### config.mk
export PLATFORM = sky130hd
export DESIGN_NAME = restoring_div16
export DESIGN_NICKNAME = d
export VERILOG_FILES = /design/src/rtl/restoring_div16.sv
export SDC_FILE = /design/constraint.sdc
export NUM_CORES = 1
export LEC_CHECK = 0
export BUFFER_PORTS_ARGS = -buffer_cell sky130_fd_sc_hd__buf_2
export CORE_MARGIN = 2
export CORE_UTILIZATION = 40
export DETAILED_ROUTE_END_ITERATION = 10
export GPL_TIMING_DRIVEN = 0
export PLACE_DENSITY = 0.67
export SYNTH_ARGS = -nofsm -noshare
export SYNTH_HDL_FRONTEND = slang
export SYNTH_SLANG_ARGS = --single-unit
### constraint.sdc
create_clock -name clk -period 7.5 [get_ports clk]
set_input_delay 0.75 -clock clk [delete_from_list [all_inputs] [get_ports clk]]
set_output_delay 0.75 -clock clk [all_outputs]
set_load 0.005 [all_outputs]
### src/rtl/restoring_div16.sv
// Sequential restoring divider: byte-serial operand load, one quotient bit per
// CALC cycle, divide-by-zero short-circuit straight to DONE.
module restoring_div16 #(
  parameter int W = 16
) (
  input  logic         clk,
  input  logic         rst,
  input  logic         start,
  input  logic         getN,
  input  logic         getD,
  input  logic [7:0]   in,
  output logic [W-1:0] quotient,
  output logic [W-1:0] remainder,
  output logic         busy,
  output logic         ready,
  output logic         dz
);

  typedef enum logic [2:0] {
    IDLE, LD_N0, LD_N1, LD_D0, LD_D1, CALC, DONE
  } state_t;

  state_t         state, state_nx;
  logic           getn_prev, getd_prev;
  logic           getn_edge, getd_edge;
  logic [W-1:0]   n_reg, d_reg, q_reg, r_reg;
  logic [W-1:0]   d_full;
  logic [3:0]     cnt;
  logic           dz_reg;
  logic           accept_start;

  // One restoring step: shift in the next dividend bit, trial-subtract, keep
  // the difference only when it did not go negative.
  function automatic logic [2*W-1:0] div_step(input logic [W-1:0] r,
                                              input logic [W-1:0] q,
                                              input logic [W-1:0] d);
    logic [W-1:0]        shifted;
    logic signed [W:0]   t;
    shifted = {r[W-2:0], q[W-1]};
    t = $signed({1'b0, shifted}) - $signed({1'b0, d});
    if (!t[W])
      div_step = {t[W-1:0], q[W-2:0], 1'b1};
    else
      div_step = {shifted, q[W-2:0], 1'b0};
  endfunction

  assign getn_edge    = getN & ~getn_prev;
  assign getd_edge    = getD & ~getd_prev;
  assign d_full       = {in, d_reg[7:0]};
  assign accept_start = ((state == IDLE) || (state == DONE)) && start;

  always_comb begin
    state_nx = state;
    case (state)
      IDLE, DONE: if (start) state_nx = LD_N0;
      LD_N0:      if (getn_edge) state_nx = LD_N1;
      LD_N1:      if (getn_edge) state_nx = LD_D0;
      LD_D0:      if (getd_edge) state_nx = LD_D1;
      LD_D1:      if (getd_edge) state_nx = (d_full == '0) ? DONE : CALC;
      CALC:       if (cnt == 4'd15) state_nx = DONE;
      default:    state_nx = IDLE;
    endcase
  end

  always_ff @(posedge clk) begin
    if (!rst) begin
      state     <= IDLE;
      getn_prev <= 1'b0;
      getd_prev <= 1'b0;
    end else begin
      state     <= state_nx;
      getn_prev <= getN;
      getd_prev <= getD;
    end
  end

  always_ff @(posedge clk) begin
    if (!rst) begin
      n_reg  <= '0;
      d_reg  <= '0;
      q_reg  <= '0;
      r_reg  <= '0;
      cnt    <= '0;
      dz_reg <= 1'b0;
    end else if (accept_start) begin
      n_reg  <= '0;
      d_reg  <= '0;
      q_reg  <= '0;
      r_reg  <= '0;
      dz_reg <= 1'b0;
    end else begin
      case (state)
        LD_N0: if (getn_edge) n_reg[7:0]   <= in;
        LD_N1: if (getn_edge) n_reg[W-1:8] <= in;
        LD_D0: if (getd_edge) d_reg[7:0]   <= in;
        LD_D1: begin
          if (getd_edge) begin
            d_reg[W-1:8] <= in;
            // A zero divisor bypasses CALC with the saturated quotient.
            if (d_full == '0) begin
              q_reg  <= '1;
              r_reg  <= n_reg;
              dz_reg <= 1'b1;
            end else begin
              q_reg <= n_reg;
              r_reg <= '0;
              cnt   <= '0;
            end
          end
        end
        CALC: begin
          {r_reg, q_reg} <= div_step(r_reg, q_reg, d_reg);
          cnt            <= cnt + 4'd1;
        end
        default: ;
      endcase
    end
  end

  assign quotient  = q_reg;
  assign remainder = r_reg;
  assign busy      = (state == CALC);
  assign ready     = (state == DONE);
  assign dz        = dz_reg;

endmodule

==> flow_summary.rst <==
.. list-table::
   :header-rows: 1

   * - Metric
     - Value
   * - Number of antenna violations at the first check in global routing
     - 0
   * - Syn avg cell area
     - 8.86 µm²
   * - Most common cell after layout, fill and taps aside
     - sky130_fd_sc_hd__dfxtp_1
   * - Clock power frac
     - 0.388
   * - P_int
     - between 600 and 700 µW
   * - Count of hold buffers inserted by post-cts repair
     - 0
   * - Clock latency reported for the late side of the worst-skew pair
     - 0.37 ns
   * - Die height
     - roughly 110 µm
   * - Fraction of final layout cells sized beyond drive strength 1
     - 0.192
   * - DR iter-0 viols
     - about 260
   * - Routed vias/inst
     - approximately 5.6
   * - Minimum setup slack after placement
     - ~4.8 ns
   * - Prevailing post-synth register cell
     - sky130_fd_sc_hd__dfxtp_1
   * - Sequential share of the synthesized area
     - 0.361
   * - Cell count after synthesis
     - 463
   * - Peak clock frequency supported by timing
     - between 0.3 and 0.4 GHz
   * - Async SR Flop Fraction
     - 0
   * - Count of antenna diodes in the layout
     - 0
   * - Outcome
     - finished clean
   * - Slew Limit Headroom
     - 0.401
   * - Hold slack final
     - about 0.47 ns
   * - Initial Utilization
     - 0.416
   * - Library cells used by synthesis
     - 63
   * - Post-DP HPWL
     - 8890 µm
   * - DRC violation count after routing
     - 0
   * - Post-route antenna net violation count
     - 0
   * - DR vias
     - approximately 3,700
   * - Slew Limit Fails
     - 0
   * - Post-detailed-route wirelength per cell
     - about 18 µm
   * - Final worst path period need
     - approximately 2.8 ns
   * - Number of failing hold endpoints at the final stage
     - 0
   * - Worst path slowest cell
     - sky130_fd_sc_hd__fa_1
   * - Max Cap Violations
     - 0
   * - Proportion of total power due to net switching
     - 0.292
   * - Wire length on met3
     - 563 µm
   * - Area growth from synthesis to layout
     - 15.3%
   * - Die area
     - about 11,000 µm²
   * - Routed met1 length
     - between 5000 and 6000 µm
   * - Clk_skew
     - ~0.015 ns
   * - Pin count of the biggest net entering global routing
     - 15
   * - Detail Route met2 WL
     - between 5000 and 6000 µm
   * - Sinks on the clock net
     - 74
   * - Areal power density over the cells
     - a little under 200 nW/µm²
   * - Final setup slack of the worst path
     - ~4.7 ns
   * - Core Box Area
     - 9860 µm²
   * - Number of enable flip-flop cells after synthesis
     - 0
   * - Kind of start point of the critical path
     - register
   * - Count of filler cells inserted in the layout
     - 973
   * - Worst setup path class
     - reg -> reg
   * - Reg power frac
     - 0.443
   * - Sum Neg Setup Slack
     - 0 ns
   * - Global-route wire length before repair
     - 18,500 µm
   * - CTS Buf Count
     - 9
   * - Synth Register Bits
     - between 70 and 80
   * - GR Overflow Total
     - 0
   * - Kind of capture point of the worst setup path
     - register
   * - Number of endpoints failing setup at the final stage
     - 0
   * - Postcts setup bufs
     - 0
   * - NetSw
     - around 270 µW
   * - Required time reported for the critical path endpoint
     - 7.75 ns
   * - Max IR drop VDD
     - between 100 and 150 µV
   * - Design area
     - 4730 µm²
   * - Storage element area
     - between 1000 and 1500 µm²
   * - Final period util
     - 0.371
   * - Highest metal layer used by the detailed router
     - met4
   * - TritonCTS clock tree
     - done
   * - Net count reported at finish
     - roughly 550
   * - Slew at the pin with the worst max-slew slack
     - slightly below 0.9 ns
   * - Largest driver fanout on the critical path
     - 10
   * - Unrepaired setup endpoints after global routing
     - false
   * - Area of the mapped netlist
     - between 4000 and 5000 µm²
   * - Std cell rows
     - 36
   * - Proportion of power drawn by combinational gates
     - 0.169
   * - PostCTS Resize Cnt
     - 0
   * - Via count of the first global-routing pass
     - 3,504
   * - Clock root buffer master
     - sky130_fd_sc_hd__clkbuf_8
   * - Arrival time at the worst endpoint
     - between 3 and 4 ns
   * - Commonest cells after routing, fill and taps aside
     - 74 x sky130_fd_sc_hd__dfxtp_1, 63 x sky130_fd_sc_hd__nor2_1, 60 x sky130_fd_sc_hd__buf_2
   * - Syn. warnings
     - 0
   * - Overall Global Routing Usage
     - 0.215
   * - Synthesized net count
     - about 490
   * - Gp weighted congestion
     - ~0.89
   * - Total placed instance area
     - 4500 µm²
   * - Ports placed on the boundary
     - 48
   * - Final core utilization
     - 0.479
   * - Number of detailed-route iterations in the first pass
     - 5
   * - DIE WIDTH
     - 105 µm
   * - Count of buffers inserted at the top-level ports
     - 47
   * - H-tree levels
     - 3
   * - Area of combinational cells with multiple inputs
     - 2330 µm²
   * - Classification of the worst-slack hold path
     - reg -> reg
   * - Clock transition at the registers of the reported paths
     - ~0.08 ns
   * - Largest buffer count on any clock path
     - 2
   * - Longest individual stage delay on the worst path
     - around 0.4 ns
   * - Chain of cells forming the critical path
     - inv_1, ha_1, fa_1, and2b_1, o2111ai_1, nand2_2, a311oi_4, o21ai_4, buf_6, mux2i_1, a21oi_1
   * - Static Leakage
     - 1.93 nW
   * - Total length of routed wires
     - between 10,000 and 15,000 µm
## stage by stage
step	instances	power (mW)
after CTS	659	0.920
after global placement	643	0.566
after global routing	659	0.953
after floorplan	463	0.528
final	659	0.919
after detailed placement	643	0.568
## per-layer routing
layer  vias up  global-route usage
met5         -                   0
met4         0              0.0752
met3        18              0.0476
met2       122               0.339
met1      1786               0.289
li1       1792                   -
## power groups by stage
stage                     sequential [mW]  clock [mW]  combinational, mW
after CTS                           0.407       0.361              0.152
after global routing                0.408       0.378              0.167
after detailed placement            0.416           0              0.152
final                               0.408       0.356              0.155
after floorplan                     0.413           0              0.115
after global placement              0.416           0              0.150
## logic make-up after synthesis
| logic type | Yosys count | synth area share |
|---|---|---|
| xor+xnor | 13 | 0.0278 |
| simple gates | 140 | 0.161 |
| compound gates | 125 | 0.223 |
| buf+inv | 52 | 0.0693 |
| fa+ha+maj | 18 | 0.0568 |
| flops | 74 | 0.361 |
| mux | 41 | 0.100 |
## cells in the mapped netlist, drive strengths merged, types with 2 or more instances
cell type	count	share of area
ha	17	0.052
a31oi	6	0.0092
a21o	7	0.013
nand4	6	0.0092
xor2	6	0.013
nor4	5	0.011
o21bai	2	0.0037
and2	3	0.0046
nand3	7	0.0085
a21boi	3	0.0064
clkbuf	12	0.023
o21a	6	0.013
mux2i	41	0.10
and4	2	0.0043
o2bb2ai	2	0.0043
a311oi	5	0.020
o22a	2	0.0043
nand2	33	0.031
o221ai	15	0.032
inv	23	0.021
dfxtp	74	0.36
o21ai	18	0.025
a211oi	2	0.0037
nor2b	6	0.0092
buf	17	0.025
xnor2	7	0.015
o22ai	7	0.011
or3	3	0.0046
and3	4	0.0076
nand2b	2	0.0031
a21oi	29	0.035
nor2	64	0.059
a22oi	12	0.022
## path summary, 6_finish.rpt
kind	startpoint	endpoint	slack, ns	cells past startpoint
worst min register to register	quotient[3]	quotient[3]	0.47	2
worst max-delay path	quotient[15]	remainder[11]	4.72	11
worst min-delay path	quotient[3]	quotient[3]	0.47	2
worst max register to register	quotient[15]	remainder[11]	4.72	11
## worst max-delay path, delay by kind of cell, from the launching register on
| kind | cells | cell delay (ns) |
|---|---|---|
| compound gates | 4 | 0.69 |
| fa+ha+maj | 2 | 0.64 |
| buf+inv | 2 | 0.28 |
| flops | 1 | 0.39 |
| mux | 1 | 0.24 |
| simple gates | 2 | 0.41 |
## cell type report
| class | count | area share |
|---|---|---|
| multi-input combinational | 337 | 0.494 |
| sequential | 74 | 0.313 |
| timing repair buffer | 47 | 0.0498 |
| buffer | 29 | 0.0418 |
| tap | 133 | 0.0352 |
| clock buffer | 9 | 0.0262 |
| clock inverter | 7 | 0.0212 |
| inverter | 23 | 0.0183 |
No activity file was read; power rests on OpenSTA's default activity.
